### config.mk
export PLATFORM = sky130hd
export DESIGN_NAME = uart_rx_buffer
export DESIGN_NICKNAME = d
export VERILOG_FILES = /design/src/rtl/uart_rx_buffer.sv
export SDC_FILE = /design/constraint.sdc
export NUM_CORES = 1
export LEC_CHECK = 0
export ABC_AREA = 0
export BUFFER_PORTS_ARGS = -buffer_cell sky130_fd_sc_hd__buf_2
export CORE_ASPECT_RATIO = 0.7
export CORE_MARGIN = 2
export CORE_UTILIZATION = 58
export CTS_CLUSTER_DIAMETER = 40
export DETAILED_ROUTE_END_ITERATION = 8
export PLACE_DENSITY = 0.8
export SYNTH_ARGS = -nofsm -noshare
export SYNTH_HDL_FRONTEND = slang
export SYNTH_SLANG_ARGS = --single-unit
export TNS_END_PERCENT = 10
### constraint.sdc
create_clock -name clk -period 3.1 [get_ports clk]
set_input_delay 0.31 -clock clk [delete_from_list [all_inputs] [get_ports clk]]
set_output_delay 0.31 -clock clk [all_outputs]
set_load 0.05 [all_outputs]
### src/rtl/uart_rx_buffer.sv
// rtl/uart_rx_buffer.sv - CPLD UART byte reader feeding a show-ahead receive FIFO
//
// Purpose:
//   Watches the CPLD byte-available flag, requests the shared ram1 data bus,
//   strobes rdn low for RD_CYCLES clocks, captures the byte on the edge that
//   ends the strobe and pushes it into a 2^DEPTH_LOG2 byte FIFO read by the CPU.
//
// Optional feature macro: UART_RX_OVF_COUNT_EN
//   Defined   : ovf_cnt counts dropped bytes, saturating at 255.
//   Undefined : ovf_cnt is tied to zero and no counter is built.
//
// Ports:
//   clk        in   system clock, rising edge
//   rst        in   asynchronous active-low reset
//   data_ready in   CPLD UART byte-available flag
//   rx_data    in   [7:0] byte on the ram1 data bus while rdn is low
//   bus_gnt    in   arbiter grant of the ram1 data bus
//   pop        in   CPU read strobe, one pulse consumes one byte
//   clr_ovf    in   clears the sticky overflow flag (and counter)
//   rdn        out  CPLD read strobe, active-low
//   bus_req    out  ram1 data bus request
//   dout       out  [7:0] FIFO head byte (show-ahead)
//   rx_valid   out  FIFO not empty
//   full       out  FIFO full
//   count      out  [DEPTH_LOG2:0] bytes held
//   ovf        out  sticky overflow flag
//   ovf_cnt    out  [7:0] dropped-byte counter
module uart_rx_buffer #(
   parameter int DEPTH_LOG2 = 3,
   parameter int RD_CYCLES  = 2
) (
   input  logic                  clk,
   input  logic                  rst,
   input  logic                  data_ready,
   input  logic [7:0]            rx_data,
   input  logic                  bus_gnt,
   input  logic                  pop,
   input  logic                  clr_ovf,
   output logic                  rdn,
   output logic                  bus_req,
   output logic [7:0]            dout,
   output logic                  rx_valid,
   output logic                  full,
   output logic [DEPTH_LOG2:0]   count,
   output logic                  ovf,
   output logic [7:0]            ovf_cnt
);

   localparam int                    DEPTH     = 1 << DEPTH_LOG2;
   localparam logic [DEPTH_LOG2:0]   DEPTH_CNT = {1'b1, {DEPTH_LOG2{1'b0}}};
   localparam logic [DEPTH_LOG2:0]   CNT_ONE   = 1;
   localparam logic [DEPTH_LOG2-1:0] PTR_ONE   = 1;
   localparam logic [3:0]            LAST_STRB = 4'(RD_CYCLES - 1);

   typedef enum logic [1:0] {
      ST_IDLE,
      ST_REQ,
      ST_STROBE,
      ST_WAIT
   } state_t;

   state_t                state_q, state_d;
   logic [3:0]            strb_cnt_q, strb_cnt_d;
   logic                  capture;

   logic [7:0]            mem_q [DEPTH];
   logic [DEPTH_LOG2-1:0] wr_ptr_q, wr_ptr_d;
   logic [DEPTH_LOG2-1:0] rd_ptr_q, rd_ptr_d;
   logic [DEPTH_LOG2:0]   count_q, count_d;
   logic                  rx_valid_q, full_q;
   logic                  ovf_q, ovf_d;
   logic                  do_pop, do_push, drop;

   // Read FSM. rdn and bus_req decode straight from the state register so an
   // asynchronous reset releases rdn in the same instant it forces IDLE.
   always_ff @(posedge clk or negedge rst) begin
      if (!rst) begin
         state_q    <= ST_IDLE;
         strb_cnt_q <= '0;
      end else begin
         state_q    <= state_d;
         strb_cnt_q <= strb_cnt_d;
      end
   end

   always_comb begin
      state_d    = state_q;
      strb_cnt_d = strb_cnt_q;
      rdn        = 1'b1;
      bus_req    = 1'b0;
      capture    = 1'b0;
      case (state_q)
         ST_IDLE: begin
            if (data_ready) state_d = ST_REQ;
         end
         ST_REQ: begin
            bus_req = 1'b1;
            if (bus_gnt) begin
               state_d    = ST_STROBE;
               strb_cnt_d = '0;
            end
         end
         ST_STROBE: begin
            // Grant is no longer looked at: the strobe always runs to completion.
            rdn     = 1'b0;
            bus_req = 1'b1;
            if (strb_cnt_q == LAST_STRB) begin
               capture = 1'b1;
               state_d = ST_WAIT;
            end else begin
               strb_cnt_d = strb_cnt_q + 4'd1;
            end
         end
         ST_WAIT: begin
            // Hold off until the CPLD drops its flag so one byte gives one push.
            if (!data_ready) state_d = ST_IDLE;
         end
         default: state_d = ST_IDLE;
      endcase
   end

   // FIFO control. A capture into a full FIFO still lands if the CPU pops on
   // the same edge, since the pop frees the slot being written.
   always_comb begin
      do_pop   = pop && rx_valid_q;
      do_push  = capture && (!full_q || do_pop);
      drop     = capture && full_q && !pop;
      wr_ptr_d = do_push ? wr_ptr_q + PTR_ONE : wr_ptr_q;
      rd_ptr_d = do_pop  ? rd_ptr_q + PTR_ONE : rd_ptr_q;
      count_d  = count_q;
      case ({do_push, do_pop})
         2'b10:   count_d = count_q + CNT_ONE;
         2'b01:   count_d = count_q - CNT_ONE;
         default: count_d = count_q;
      endcase
      ovf_d = ovf_q;
      if (drop)         ovf_d = 1'b1;
      else if (clr_ovf) ovf_d = 1'b0;
   end

   always_ff @(posedge clk or negedge rst) begin
      if (!rst) begin
         wr_ptr_q   <= '0;
         rd_ptr_q   <= '0;
         count_q    <= '0;
         rx_valid_q <= 1'b0;
         full_q     <= 1'b0;
         ovf_q      <= 1'b0;
      end else begin
         wr_ptr_q   <= wr_ptr_d;
         rd_ptr_q   <= rd_ptr_d;
         count_q    <= count_d;
         rx_valid_q <= (count_d != '0);
         full_q     <= (count_d == DEPTH_CNT);
         ovf_q      <= ovf_d;
      end
   end

   // Storage has no reset; only entries between the pointers are ever observed.
   always_ff @(posedge clk) begin
      if (do_push) mem_q[wr_ptr_q] <= rx_data;
   end

   assign dout     = mem_q[rd_ptr_q];
   assign rx_valid = rx_valid_q;
   assign full     = full_q;
   assign count    = count_q;
   assign ovf      = ovf_q;

`ifdef UART_RX_OVF_COUNT_EN
   logic [7:0] ovf_cnt_q, ovf_cnt_d;

   // A drop in the same cycle as a clear still counts.
   always_comb begin
      ovf_cnt_d = ovf_cnt_q;
      if (drop) begin
         if (ovf_cnt_q != 8'hFF) ovf_cnt_d = ovf_cnt_q + 8'd1;
      end else if (clr_ovf) begin
         ovf_cnt_d = 8'h00;
      end
   end

   always_ff @(posedge clk or negedge rst) begin
      if (!rst) ovf_cnt_q <= 8'h00;
      else      ovf_cnt_q <= ovf_cnt_d;
   end

   assign ovf_cnt = ovf_cnt_q;
`else
   assign ovf_cnt = 8'h00;
`endif

endmodule

# Yosys cells after proc, flatten, opt, wreduce, memory -nomap -nowiden
# Memory sizes are Yosys's and may differ from the RTL's.
# Cells that the tools add are included.
# classes
add_sub_neg	5
eq_ne	12
n_mux	17
n_reduce_logical	14
# op_table
op	count
case mux 4 bit (2 select lines)	2
!= test 2 bit (second input constant)	5
adder 4 x 1 -> 4 bit (second input constant)	2
2-to-1 mux 1 bit	8
2-to-1 mux 2 bit	4
2-to-1 mux 4 bit	2
case mux 2 bit (4 select lines)	1
adder 3 x 1 -> 3 bit (second input constant)	2
== test 2 bit (second input constant)	3
== test 2 x 1 -> 1 bit (second input constant)	2
== test 4 x 1 -> 1 bit (second input constant)	1
== test 4 bit (second input constant)	1
logical AND 1 bit	4
AND reduction 4 bit	1
nonzero test 2 bit	2
nonzero test 4 bit	1
subtractor 4 x 1 -> 4 bit (second input constant)	1
AND reduction 3 bit	1
logical NOT 1 bit	2
logical NOT 2 bit	1
OR reduction 2 bit	1
logical OR 1 bit	1
# totals
regBits	19
mem_bits_rw	64
input_bits	14
output_inout_bits	25
wordCells	57
n_memories	1
# mem_list
memory	words	width	rd	rd_ports_with_merged_regs	write_ports	line	rtl
mem_q	8	8	1	0	1	66	logic [7:0] mem_q [DEPTH];

# Longest topological paths before layout
# depth
ltp_word	7
mapped_depth	12
ltp_nobuf	12

# Worst setup path after synthesis
# No wires, ideal clock.
# synth_path
path_kind	register -> register
start	register rx_valid_q, in the netlist rx_valid
end	register rx_valid_q, in the netlist rx_valid
setup_time_ns	0.135
t_arrival_ns	2.630
required_ns	2.965
setup_slack_ns	0.335
path_stages_with_launch	11
path_buffers	0
synth_period_minus_slack_ns	2.765
cell_sequence	dfrtp_1 -> nand2_1 -> a21oi_1 -> inv_1 -> ha_1 -> xor2_1 -> ha_1 -> nor3b_1 -> nor2_1 -> a211oi_1 -> o211ai_1
# synth_between
elab_chain_cells	6
word_cells_on_any_way	7
cone_classes	eq/ne (2); mux (1); reduce/logical (4)
# synth_lines
item	line	rtl
start: declaration	70	logic rx_valid_q, full_q;
start signal: assignment	153	rx_valid_q <= (count_d != '0);
logical AND 1 bit *	125	do_pop = pop && rx_valid_q;
logical OR 1 bit	126	do_push = capture && (!full_q || do_pop);
logical AND 1 bit	126	
== test 2 x 1 -> 1 bit / == test 2 bit (equally long branches)	131	case ({do_push, do_pop})
case mux 4 bit (2 select lines) *	131	
nonzero test 4 bit *	153	
# Mark *: on every way between the ends. The rest lies on a longest branch, timed or not.
# A chain may end at the register's enable or synchronous reset.

# Worst setup path after layout
# layout_path
start	register state_q[0]
end	register full_q, in the netlist full
# layout_between
elab_chain_cells	6
word_cells_on_any_way	7
cone_classes	eq/ne (4); mux (2); reduce/logical (1)
# layout_lines
item	line	rtl
start: declaration	62	state_t state_q, state_d;
start signal: assignment	81	state_q <= state_d;
== test 2 bit *	92	case (state_q)
2-to-1 mux 1 bit *	92	
logical AND 1 bit *	126	
== test 2 x 1 -> 1 bit / == test 2 bit (equally long branches)	131	
case mux 4 bit (2 select lines) *	131	
== test 4 bit *	154	full_q <= (count_d == DEPTH_CNT);
end signal: assignment	154	
end: declaration	70	
# Marks and branches as above.

==> flow_metrics.py <==
metrics = {
    "detailed_routing": {
        "drc": 0,
        "drtAntennaViolNets": 0,
        "dr.pass1.iters": 4,
        "via_per_inst": 5.68,
        "wl_per_cell_um": 18.8,
        "vias": 1955,
        "drtIter0Drc": 209,
        "drt-total-wl_um": 6450,
    },
    "floorplanning": {
        "die_w_um": 99.1,
        "die_y_um": 70.6,
        "core_area_sq_um": 6190,
        "start_util": 0.594,
        "ios": 39,
        "num_rows": 24,
        "die_area_sq_um": 6990,
    },
    "cells_and_area": {
        "diodes": 0,
        "layout-drive-gt1-share": 0.263,
        "synthToLayoutAreaGrowth_pct": 11.9,
        "fillers": 411,
        "layout.cells.non_filler": 344,
        "fin_nets": 286,
    },
    "sta": {
        "fin_ws_ps": 284,
        "setup_viol": 0,
        "post-route-period-util": 0.908,
        "final.setup_skew_ps": 9.12,
        "relSlewSlack": 0.516,
        "tns_ps": 0,
        "worst_pin_slew_ps": 726,
        "rsz0062_at_grt": "no",
        "min_period_ps": 2820,
        "holdWs_ps": 141,
        "slew_violations": 0,
        "finalHoldViolations": 0,
        "clock.fmax_mhz": 355,
    },
    "worst_setup_path": {
        "slowest_stage": "dfrtp_1",
        "startpoint_type": "flip-flop",
        "path_delay_family": "adder cells",
        "cp_num_buf_inv": 2,
        "cp_max_fo": 8,
        "r2r_slack_ps": 280,
        "arrival_ps": 3100,
        "rr_endpoint": "full",
        "slowest_delay_ps": 420,
        "crit_required_ps": 3380,
        "r2r-start": "state_q[0]",
        "crit_path_cell_trace": "inv_1 > ha_2 > nand4bb_1 > a21oi_2 > inv_1 > ha_1 > xor2_1 > ha_1 > nor3b_1 > nor2_1 > a211oi_1 > o2bb2a_1",
        "cp-end-kind": "flip-flop",
        "worstSetupPathType": "flip-flop to flip-flop",
        "worstRegToRegCells": 12,
    },
    "place": {
        "place.gp.congestion": 0.783,
        "io_buffers": 30,
        "hpwl_um": 4500,
        "dp_cells": 327,
        "place_ws_ps": 206,
    },
    "logic_synthesis": {
        "postSynth.asyncResetShare": 0.229,
        "yosys.area.top_type_share": 0.523,
        "synth-edff-count": 64,
        "synth_cell_types": 42,
        "synthCells": 215,
        "netlist_top_cells_area": "edfxtp_1, dfrtp_1, mux4_1",
        "ys_seq_area_frac": 0.653,
        "syn_area_sq_um": 3670,
        "avgSynthCellArea_sq_um": 17.1,
        "yosysWarnings": 0,
        "synth_area_leader_cell": "edfxtp_1",
        "ys_seq_elements": 83,
        "ys.flop_type": "edfxtp_1",
    },
    "hold_path": {
        "worstHoldPathCells": 2,
        "min-delay-start": "clr_ovf",
        "holdPathEnd": "ovf",
        "hold_class": "input pin to flip-flop",
    },
    "grt": {
        "grt_usage": 0.205,
        "grt_pass1_wl_um": 10600,
        "grt_pass1_vias": 2017,
        "grt-ovfl-total": 0,
        "grt_max_degree": 20,
        "antenna_found_initial": 0,
    },
    "clock_network": {
        "cts_tree": "yes",
        "clockBufferDepth": 2,
        "cts-buffers-inserted": 9,
        "htree_num_levels": 3,
        "post_cts_buffers": 0,
        "cts_sinks": 83,
        "clock_latency_ps": 340,
        "path_clk_slew_ps": 80,
        "cts-root-buf": "clkbuf_8",
    },
    "pwr": {
        "p_per_area_nw_per_um2": 938,
        "ir_worst_vdd_mv": 0.501,
        "power_uw": 3850,
        "leakage_uw": 0.00157,
    },
    "flow_run": {
        "cap_violations": 0,
    },
    "run_status": {
        "status": "completed",
    },
}
[synth_stat cells (2+ instances only)]
cell / n
a22o_1: 2
a21oi_1: 3
nor3_1: 3
mux4_1: 16
nand2b_1: 6
nand3_1: 4
nand2_1: 10
o21ai_0: 4
xnor2_1: 6
inv_1: 9
nor2_1: 8
mux2_2: 12
ha_1: 11
clkbuf_1: 2
dfrtp_1: 19
xor2_1: 2
edfxtp_1: 64
buf_4: 8
nor3b_1: 3
[flip-flops by register name (all words and copies together) (netlist names)]
name,count
mem_q,64
count,4
strb_cnt_q,4
rd_ptr_q,3
wr_ptr_q,3
state_q,2
full,1
ovf,1
rx_valid,1
[what timing repair did]
action                                  4_1_cts  5_1_grt
gates resized for setup                       0        2
endpoints found under the setup margin        0        2
endpoints found under the hold margin        19        0
hold buffers                                  1        0
[worst max-delay path by stage]
| stage | start | end | slack [ps] | depth (start not counted) |
|---|---|---|---|---|
| after CTS | state_q[0] | full | 190 | 12 |
| final | state_q[0] | full | 280 | 12 |
| after floorplan | rx_valid | rx_valid | 330 | 10 |
| after global routing | state_q[0] | rx_valid | 10 | 12 |
| after detailed placement | state_q[0] | full | 210 | 12 |
| after global placement | state_q[0] | rx_valid | 410 | 12 |
[worst reg2reg max path, delay by kind of cell, from the launching register on]
kind / cells / cell delay, ps
XOR/XNOR: 1 / 190
AND/OR/NAND/NOR: 3 / 520
AO/OA/AOI/OAI: 3 / 640
buffers and inverters: 2 / 180
adder cells (fa/ha/maj): 3 / 810
flip-flops: 1 / 420
[cells in the final DEF, fill, tap and decap left out, drive strengths merged, types with 2 or more instances in the layout]
cell type,instances
mux4,16
nand2b,6
clkinv,3
edfxtp,64
dfrtp,19
o21ai,4
nand2,10
xnor2,6
conb,8
ha,11
xor2,2
clkbuf,12
inv,9
nor3b,3
a21oi,3
buf,41
mux2,12
nor3,3
a22o,2
nor2,8
nand3,4
[kinds of logic after synthesis]
| family | after synthesis | share of synthesized area |
|---|---|---|
| simple gates | 41 | 0.0603 |
| fa+ha+maj | 11 | 0.0375 |
| buf+inv | 23 | 0.0385 |
| other cells | 1 | 0.00102 |
| xor+xnor | 8 | 0.0191 |
| compound gates | 19 | 0.0368 |
| flops | 83 | 0.653 |
| mux | 29 | 0.154 |
[metrics by stage]
stage | cell area (sq um) | utilization
4_1_cts | 4100 | 0.663
3_5_place_dp | 3920 | 0.634
2_1_floorplan | 3700 | -
3_3_place_gp | 3920 | 0.634
5_1_grt | 4110 | 0.664
6_report | 4110 | 0.664
[power by group]
group	leakage, uW	switching (uW)	internal (uW)	total (uW)
combinational	0.000672	1040	633	1670
sequential	0.000809	192	1330	1520
clock	0.0000863	352	312	664
total	0.00157	1580	2270	3850
[area by class of cell]
class	instances	area, sq um	share of cell area
inverter	9	33.8	0.00822
clock buffer	12	145	0.0353
sequential	83	2400	0.583
timing repair buffer	42	243	0.0591
multi-input combinational	116	1170	0.284
tap	78	97.6	0.0238
clock inverter	4	26.3	0.00639
[layer usage]
layer / up-vias / share of wire / track usage
met5: - / 0 / 0
met4: 0 / 0.0098 / 0.0578
met3: 7 / 0.065 / 0.0623
met2: 61 / 0.48 / 0.315
met1: 970 / 0.45 / 0.290
li1: 917 / - / -
Note: power is estimated with default switching activity, not from simulation.
